<file path="src/rtl/serial_pkg.sv">
// serial_pkg: shared definitions for the single-wire serial link.
//   state_e     - transmitter FSM states (PARITY used only when SERIAL_TX_PARITY_EN is defined)
//   IDLE_LEVEL  - level of the line between frames
//   frame_len() - clocks per frame for a given word width, bit time and parity setting;
//                 used by both ends of the link and by the bench
package serial_pkg;

    typedef enum logic [2:0] {
        IDLE   = 3'd0,
        START  = 3'd1,
        DATA   = 3'd2,
        PARITY = 3'd3,
        STOP   = 3'd4
    } state_e;

    localparam logic IDLE_LEVEL = 1'b1;

    function automatic int unsigned frame_len(input int unsigned data_w,
                                              input int unsigned clks_per_bit,
                                              input bit          parity_en);
        return (data_w + 2 + (parity_en ? 1 : 0)) * clks_per_bit;
    endfunction

endpackage

</file>
<file path="src/rtl/serial_tx_bit_timer.sv">
// bit_timer: counts the clocks of one serial bit.
//   clk, rst_n - clock, asynchronous active-low reset
//   clear      - restart the count at 0 (frame accepted)
//   enable     - count while a frame is in progress
//   bit_end    - high on the last clock of the current bit (count == CLKS_PER_BIT-1)
// The count wraps to 0 on bit_end, so each following state starts from 0 without a clear.
module bit_timer #(
    parameter int CLKS_PER_BIT = 4
) (
    input  logic clk,
    input  logic rst_n,
    input  logic clear,
    input  logic enable,
    output logic bit_end
);

    localparam int CNT_W = (CLKS_PER_BIT > 1) ? $clog2(CLKS_PER_BIT) : 1;
    localparam logic [CNT_W-1:0] LAST = CNT_W'(CLKS_PER_BIT - 1);

    logic [CNT_W-1:0] cnt_q;
    logic [CNT_W-1:0] cnt_d;

    assign bit_end = enable && (cnt_q == LAST);

    always_comb begin
        cnt_d = cnt_q;
        if (clear) begin
            cnt_d = '0;
        end else if (enable) begin
            cnt_d = bit_end ? '0 : cnt_q + CNT_W'(1);
        end
    end

    always_ff @(posedge clk or negedge rst_n) begin
        if (!rst_n) begin
            cnt_q <= '0;
        end else begin
            cnt_q <= cnt_d;
        end
    end

endmodule

</file>
<file path="src/rtl/serial_tx.sv">
// serial_tx: parallel-to-serial frame transmitter.
// Frame: start bit (0), DATA_W data bits LSB first, optional even-parity bit, stop bit (1);
// every bit lasts CLKS_PER_BIT clocks. Build option: define SERIAL_TX_PARITY_EN to insert
// the parity bit.
//   clk, rst_n - clock, asynchronous active-low reset
//   tx_valid   - tx_data holds a word to send
//   tx_ready   - high only in IDLE; a word is taken on an edge where tx_valid && tx_ready
//   tx_data    - word to send, captured at acceptance
//   tx         - serial line (registered, idle high)
//   busy       - frame in progress
//
// state  | meaning
// IDLE   | line high, waiting for tx_valid
// START  | start bit (line low)
// DATA   | data bit idx_q on the line, LSB first
// PARITY | even-parity bit (SERIAL_TX_PARITY_EN builds only)
// STOP   | stop bit (line high), then back to IDLE
module serial_tx
    import serial_pkg::*;
#(
    parameter int DATA_W       = 8,
    parameter int CLKS_PER_BIT = 4
) (
    input  logic              clk,
    input  logic              rst_n,
    input  logic              tx_valid,
    output logic              tx_ready,
    input  logic [DATA_W-1:0] tx_data,
    output logic              tx,
    output logic              busy
);

    localparam int IDX_W = (DATA_W > 1) ? $clog2(DATA_W) : 1;
    localparam logic [IDX_W-1:0] LAST_IDX = IDX_W'(DATA_W - 1);

    state_e            state_q, state_d;
    logic [DATA_W-1:0] shift_q, shift_d;
    logic [IDX_W-1:0]  idx_q,   idx_d;
    logic              tx_q,    tx_d;
    logic              busy_q,  busy_d;
    logic              ready_q, ready_d;
`ifdef SERIAL_TX_PARITY_EN
    logic              parity_q, parity_d;
`endif

    logic              accept;
    logic              bit_end;
    logic [DATA_W-1:0] shift_nxt;

    assign accept    = (state_q == IDLE) && tx_valid;
    assign shift_nxt = shift_q >> 1;

    bit_timer #(
        .CLKS_PER_BIT(CLKS_PER_BIT)
    ) u_bit_timer (
        .clk    (clk),
        .rst_n  (rst_n),
        .clear  (accept),
        .enable (state_q != IDLE),
        .bit_end(bit_end)
    );

    // Outputs are computed from the next state so that tx/busy/tx_ready change on the
    // same edge as the state and come straight from flops.
    always_comb begin
        state_d  = state_q;
        shift_d  = shift_q;
        idx_d    = idx_q;
        tx_d     = tx_q;
        busy_d   = busy_q;
        ready_d  = ready_q;
`ifdef SERIAL_TX_PARITY_EN
        parity_d = parity_q;
`endif
        case (state_q)
            IDLE: begin
                if (tx_valid) begin
                    state_d  = START;
                    shift_d  = tx_data;
                    idx_d    = '0;
                    tx_d     = 1'b0;
                    busy_d   = 1'b1;
                    ready_d  = 1'b0;
`ifdef SERIAL_TX_PARITY_EN
                    parity_d = ^tx_data;
`endif
                end
            end
            START: begin
                if (bit_end) begin
                    state_d = DATA;
                    tx_d    = shift_q[0];
                end
            end
            DATA: begin
                if (bit_end) begin
                    shift_d = shift_nxt;
                    if (idx_q == LAST_IDX) begin
`ifdef SERIAL_TX_PARITY_EN
                        state_d = PARITY;
                        tx_d    = parity_q;
`else
                        state_d = STOP;
                        tx_d    = IDLE_LEVEL;
`endif
                    end else begin
                        idx_d = idx_q + IDX_W'(1);
                        tx_d  = shift_nxt[0];
                    end
                end
            end
`ifdef SERIAL_TX_PARITY_EN
            PARITY: begin
                if (bit_end) begin
                    state_d = STOP;
                    tx_d    = IDLE_LEVEL;
                end
            end
`endif
            STOP: begin
                if (bit_end) begin
                    state_d = IDLE;
                    tx_d    = IDLE_LEVEL;
                    busy_d  = 1'b0;
                    ready_d = 1'b1;
                end
            end
            default: begin
                state_d = IDLE;
                tx_d    = IDLE_LEVEL;
                busy_d  = 1'b0;
                ready_d = 1'b1;
            end
        endcase
    end

    always_ff @(posedge clk or negedge rst_n) begin
        if (!rst_n) begin
            state_q  <= IDLE;
            shift_q  <= '0;
            idx_q    <= '0;
            tx_q     <= IDLE_LEVEL;
            busy_q   <= 1'b0;
            ready_q  <= 1'b1;
`ifdef SERIAL_TX_PARITY_EN
            parity_q <= 1'b0;
`endif
        end else begin
            state_q  <= state_d;
            shift_q  <= shift_d;
            idx_q    <= idx_d;
            tx_q     <= tx_d;
            busy_q   <= busy_d;
            ready_q  <= ready_d;
`ifdef SERIAL_TX_PARITY_EN
            parity_q <= parity_d;
`endif
        end
    end

    assign tx       = tx_q;
    assign busy     = busy_q;
    assign tx_ready = ready_q;

endmodule
</file>
<file path="config.mk">
export PLATFORM = sky130hd
export DESIGN_NAME = serial_tx
export DESIGN_NICKNAME = d
export VERILOG_FILES = /design/src/rtl/serial_pkg.sv /design/src/rtl/serial_tx_bit_timer.sv /design/src/rtl/serial_tx.sv
export SDC_FILE = /design/constraint.sdc
export NUM_CORES = 1
export LEC_CHECK = 0
export CAP_MARGIN = 20
export CORE_MARGIN = 3
export CORE_UTILIZATION = 35
export CTS_CLUSTER_DIAMETER = 80
export CTS_CLUSTER_SIZE = 28
export DETAILED_ROUTE_END_ITERATION = 8
export GPL_ROUTABILITY_DRIVEN = 0
export PLACE_DENSITY_LB_ADDON = 0.25
export SLEW_MARGIN = 20
export SYNTH_ARGS = -nofsm -noshare
export SYNTH_HDL_FRONTEND = slang
export SYNTH_HIERARCHICAL = 1
export SYNTH_SLANG_ARGS = --single-unit
export TNS_END_PERCENT = 1
</file>
<file path="constraint.sdc">
create_clock -name clk -period 4.5 [get_ports clk]
set_input_delay 0.675 -clock clk [delete_from_list [all_inputs] [get_ports clk]]
set_output_delay 0.675 -clock clk [all_outputs]
set_load 0.05 [all_outputs]
</file>
==> out/summary.txt <==
Final setup fails -> 0
Number of enable flip-flop cells after synthesis -> 0
Chip width -> 61.3 um
CTS tree -> done
WHS -> 0.494 ns
Synthesized area per cell -> 9.99 um^2
Setup_tns -> 0 ns
Power density over the cells -> 579 mW/mm^2
Worst path max stage delay -> 0.80 ns
Worst EP arrival -> 1.68 ns
Via count -> 783
Vias per cell -> 5.26
I/O pin total -> 14
Min Tclk post-route -> 2.35 ns
NumNets Final -> 133
GRT overflow -> 0
Unrepaired setup endpoints after global routing -> false
Routed WL per cell -> 13.1 um
Worst-Margin Slew -> 0.840 ns
Leakage power total -> 0.516 nW
Crit path max fanout -> 4
H-tree levels -> 1
Fin crit share -> 52.3%
First-pass GRT wire length -> 3370 um
Postcts setup bufs -> 0
CP max stage cell -> clkdlybuf4s50_1
Synth area leader -> dfrtp_1
DRC -> 0
FMAX -> 0.425 GHz
Post-DP Area -> 0.00119 mm^2
Global Route Usage Sum -> 12.3%
Starting Density -> 37.8%
Number of hold-repair buffers added at the cts stage -> 0
Port bufs -> 13
Clock Tree Buf Depth -> 2
Hpwl dp -> 1460 um
Mapped Nets -> 121
Top cells by count, synth -> dfrtp_1 (17), nand2_1 (17), mux2i_1 (10)
Clk slew on worst S/H paths -> 0.11 ns
Final setup skew -> 0.00909 ns
Final instance area -> 0.00122 mm^2
Chip height -> 61.3 um
Status -> finished clean
Post-DRT Antenna Nets -> 0
Sequential area share after synthesis -> 44.7%
Number of global-route vias before repair -> 759
CP Launch Type -> register
Initial antenna violation count -> 0
Num CTS Buffers -> 3
Layout cells sized above 1 -> 12.7%
VDD IR max -> 0.000256 V
WS Path Type -> register to output pin
Largest net degree at the start of global routing -> 20
Synth top area cells -> dfrtp_1 (40%), mux2i_1 (9.4%), nand2_1 (6.0%)
Post-synth top area share -> 39.8%
Warnings from Yosys -> 6
Crit-path cells -> clkdlybuf4s50_1
Synth Flop Type -> dfrtp_1
Clock sinks -> 19
Min-Delay Path Class -> register to register
Util after Layout -> 43.0%
Pre-antenna DRT Iters -> 5
Max_cap viols -> 0
Total Routed Length -> 1950 um
Fraction of registers with async set/reset -> 100%
Synth unique cells -> 33
Post-CTS resize count -> 0
Die ar. -> 0.00375 mm^2
FF+latch count, synth -> 19
Root Buffer -> clkbuf_4
Total core area -> 0.00283 mm^2
# rows -> 19
Critical Path RT -> 3.83 ns
Synthesized area -> 0.00107 mm^2
1st-iter DRT viols -> 34
Slew Limit Fails -> 0
Syn Inst Count -> 107
Endpoints failing hold -> 0
Bufs and invs on worst path -> 1
P&R area growth vs syn -> 13.8%
Ant. Diodes -> 0
CP delay by family, top -> buffers and inverters
Slew margin rel. -> 43.8%
Worst setup EP type -> output pin
Clk Latency, worst-skew pair -> 0.30 ns
-- cell usage in the layout (no fill, tap or decap), drive strengths merged --
cell type,instances
nand2,17
dfrtp,17
o21ai,17
clkdlybuf4s50,13
mux2i,10
a21oi,5
nand2b,4
clkbuf,4
and2,3
ha,3
inv,3
nor2,3
nor3,3
nand3,2
a31oi,2
dfstp,2
and2b,1
and3b,1
a211o,1
nor3b,1
nor2b,1
mux2,1
o21a,1
o22a,1
o32a,1
or3b,1
-- worst min-delay path, delay by kind of cell (launching register included) --
family	cells	cell delay, ns
compound gates	1	0.05
flops	1	0.36
simple gates	1	0.06
-- through the flow --
stage / std cells / power, W / setup slack (ns)
final: 149 / 0.000704 / 2.15
after global routing: 149 / 0.000768 / 2.04
after CTS: 149 / 0.000717 / 2.13
after detailed placement: 145 / 0.000625 / 2.23
after global placement: 145 / 0.000613 / 2.26
after floorplan: 107 / 0.000562 / 2.59
-- sequential cells by signal (all words and copies together), names as in the netlist --
register	flops
busy	1
idx_q	3
shift_q	8
state_q	3
tx	1
tx_ready	1
u_bit_timer/cnt_q	2
-- final timing paths --
check                      cells after the start  slack (ns)                   end        from
max                                            1        2.15              tx_ready    tx_ready
min                                            2        0.49            shift_q[5]  shift_q[5]
max reg2reg                                    7        2.24            shift_q[4]  state_q[0]
min reg2reg                                    2        0.49            shift_q[5]  shift_q[5]
max in group asynchronous                      1        3.13            shift_q[3]       rst_n
min in group asynchronous                      1        0.84  u_bit_timer/cnt_q[0]       rst_n
-- kinds of logic (layout without fill, tap and decap cells) --
logic type	Yosys count	in the layout	share of synthesized area, %
compound gates	28	28	17.2
fa+ha+maj	3	3	3.51
buf+inv	9	20	5.74
flops	19	19	44.7
mux	11	11	10.4
simple gates	37	37	18.4
-- final cells by class --
cell class / count / area (um^2)
inverter: 3 / 13.8
multi-input combinational: 79 / 529
clock buffer: 4 / 26.3
sequential: 19 / 478
timing repair buffer: 13 / 130
tap: 31 / 38.8
fill: 283 / 1610
-- power breakdown --
group / leakage [nW] / switching [W] / internal, W
Combinational: 0.268 / 0.000173 / 0.000139
Sequential: 0.233 / 0.0000655 / 0.000239
Clock: 0.0150 / 0.0000521 / 0.0000345
-- per-layer routing --
| layer | GRT usage (%) | wire length (um) | up-vias |
|---|---|---|---|
| li1 | - | - | 398 |
| met1 | 16.6 | 932 | 367 |
| met2 | 19.5 | 903 | 16 |
| met3 | 3.77 | 95 | 2 |
| met4 | 2.79 | 14 | 0 |
| met5 | 0 | 0 | - |
Power figures use the tool's default switching activity.
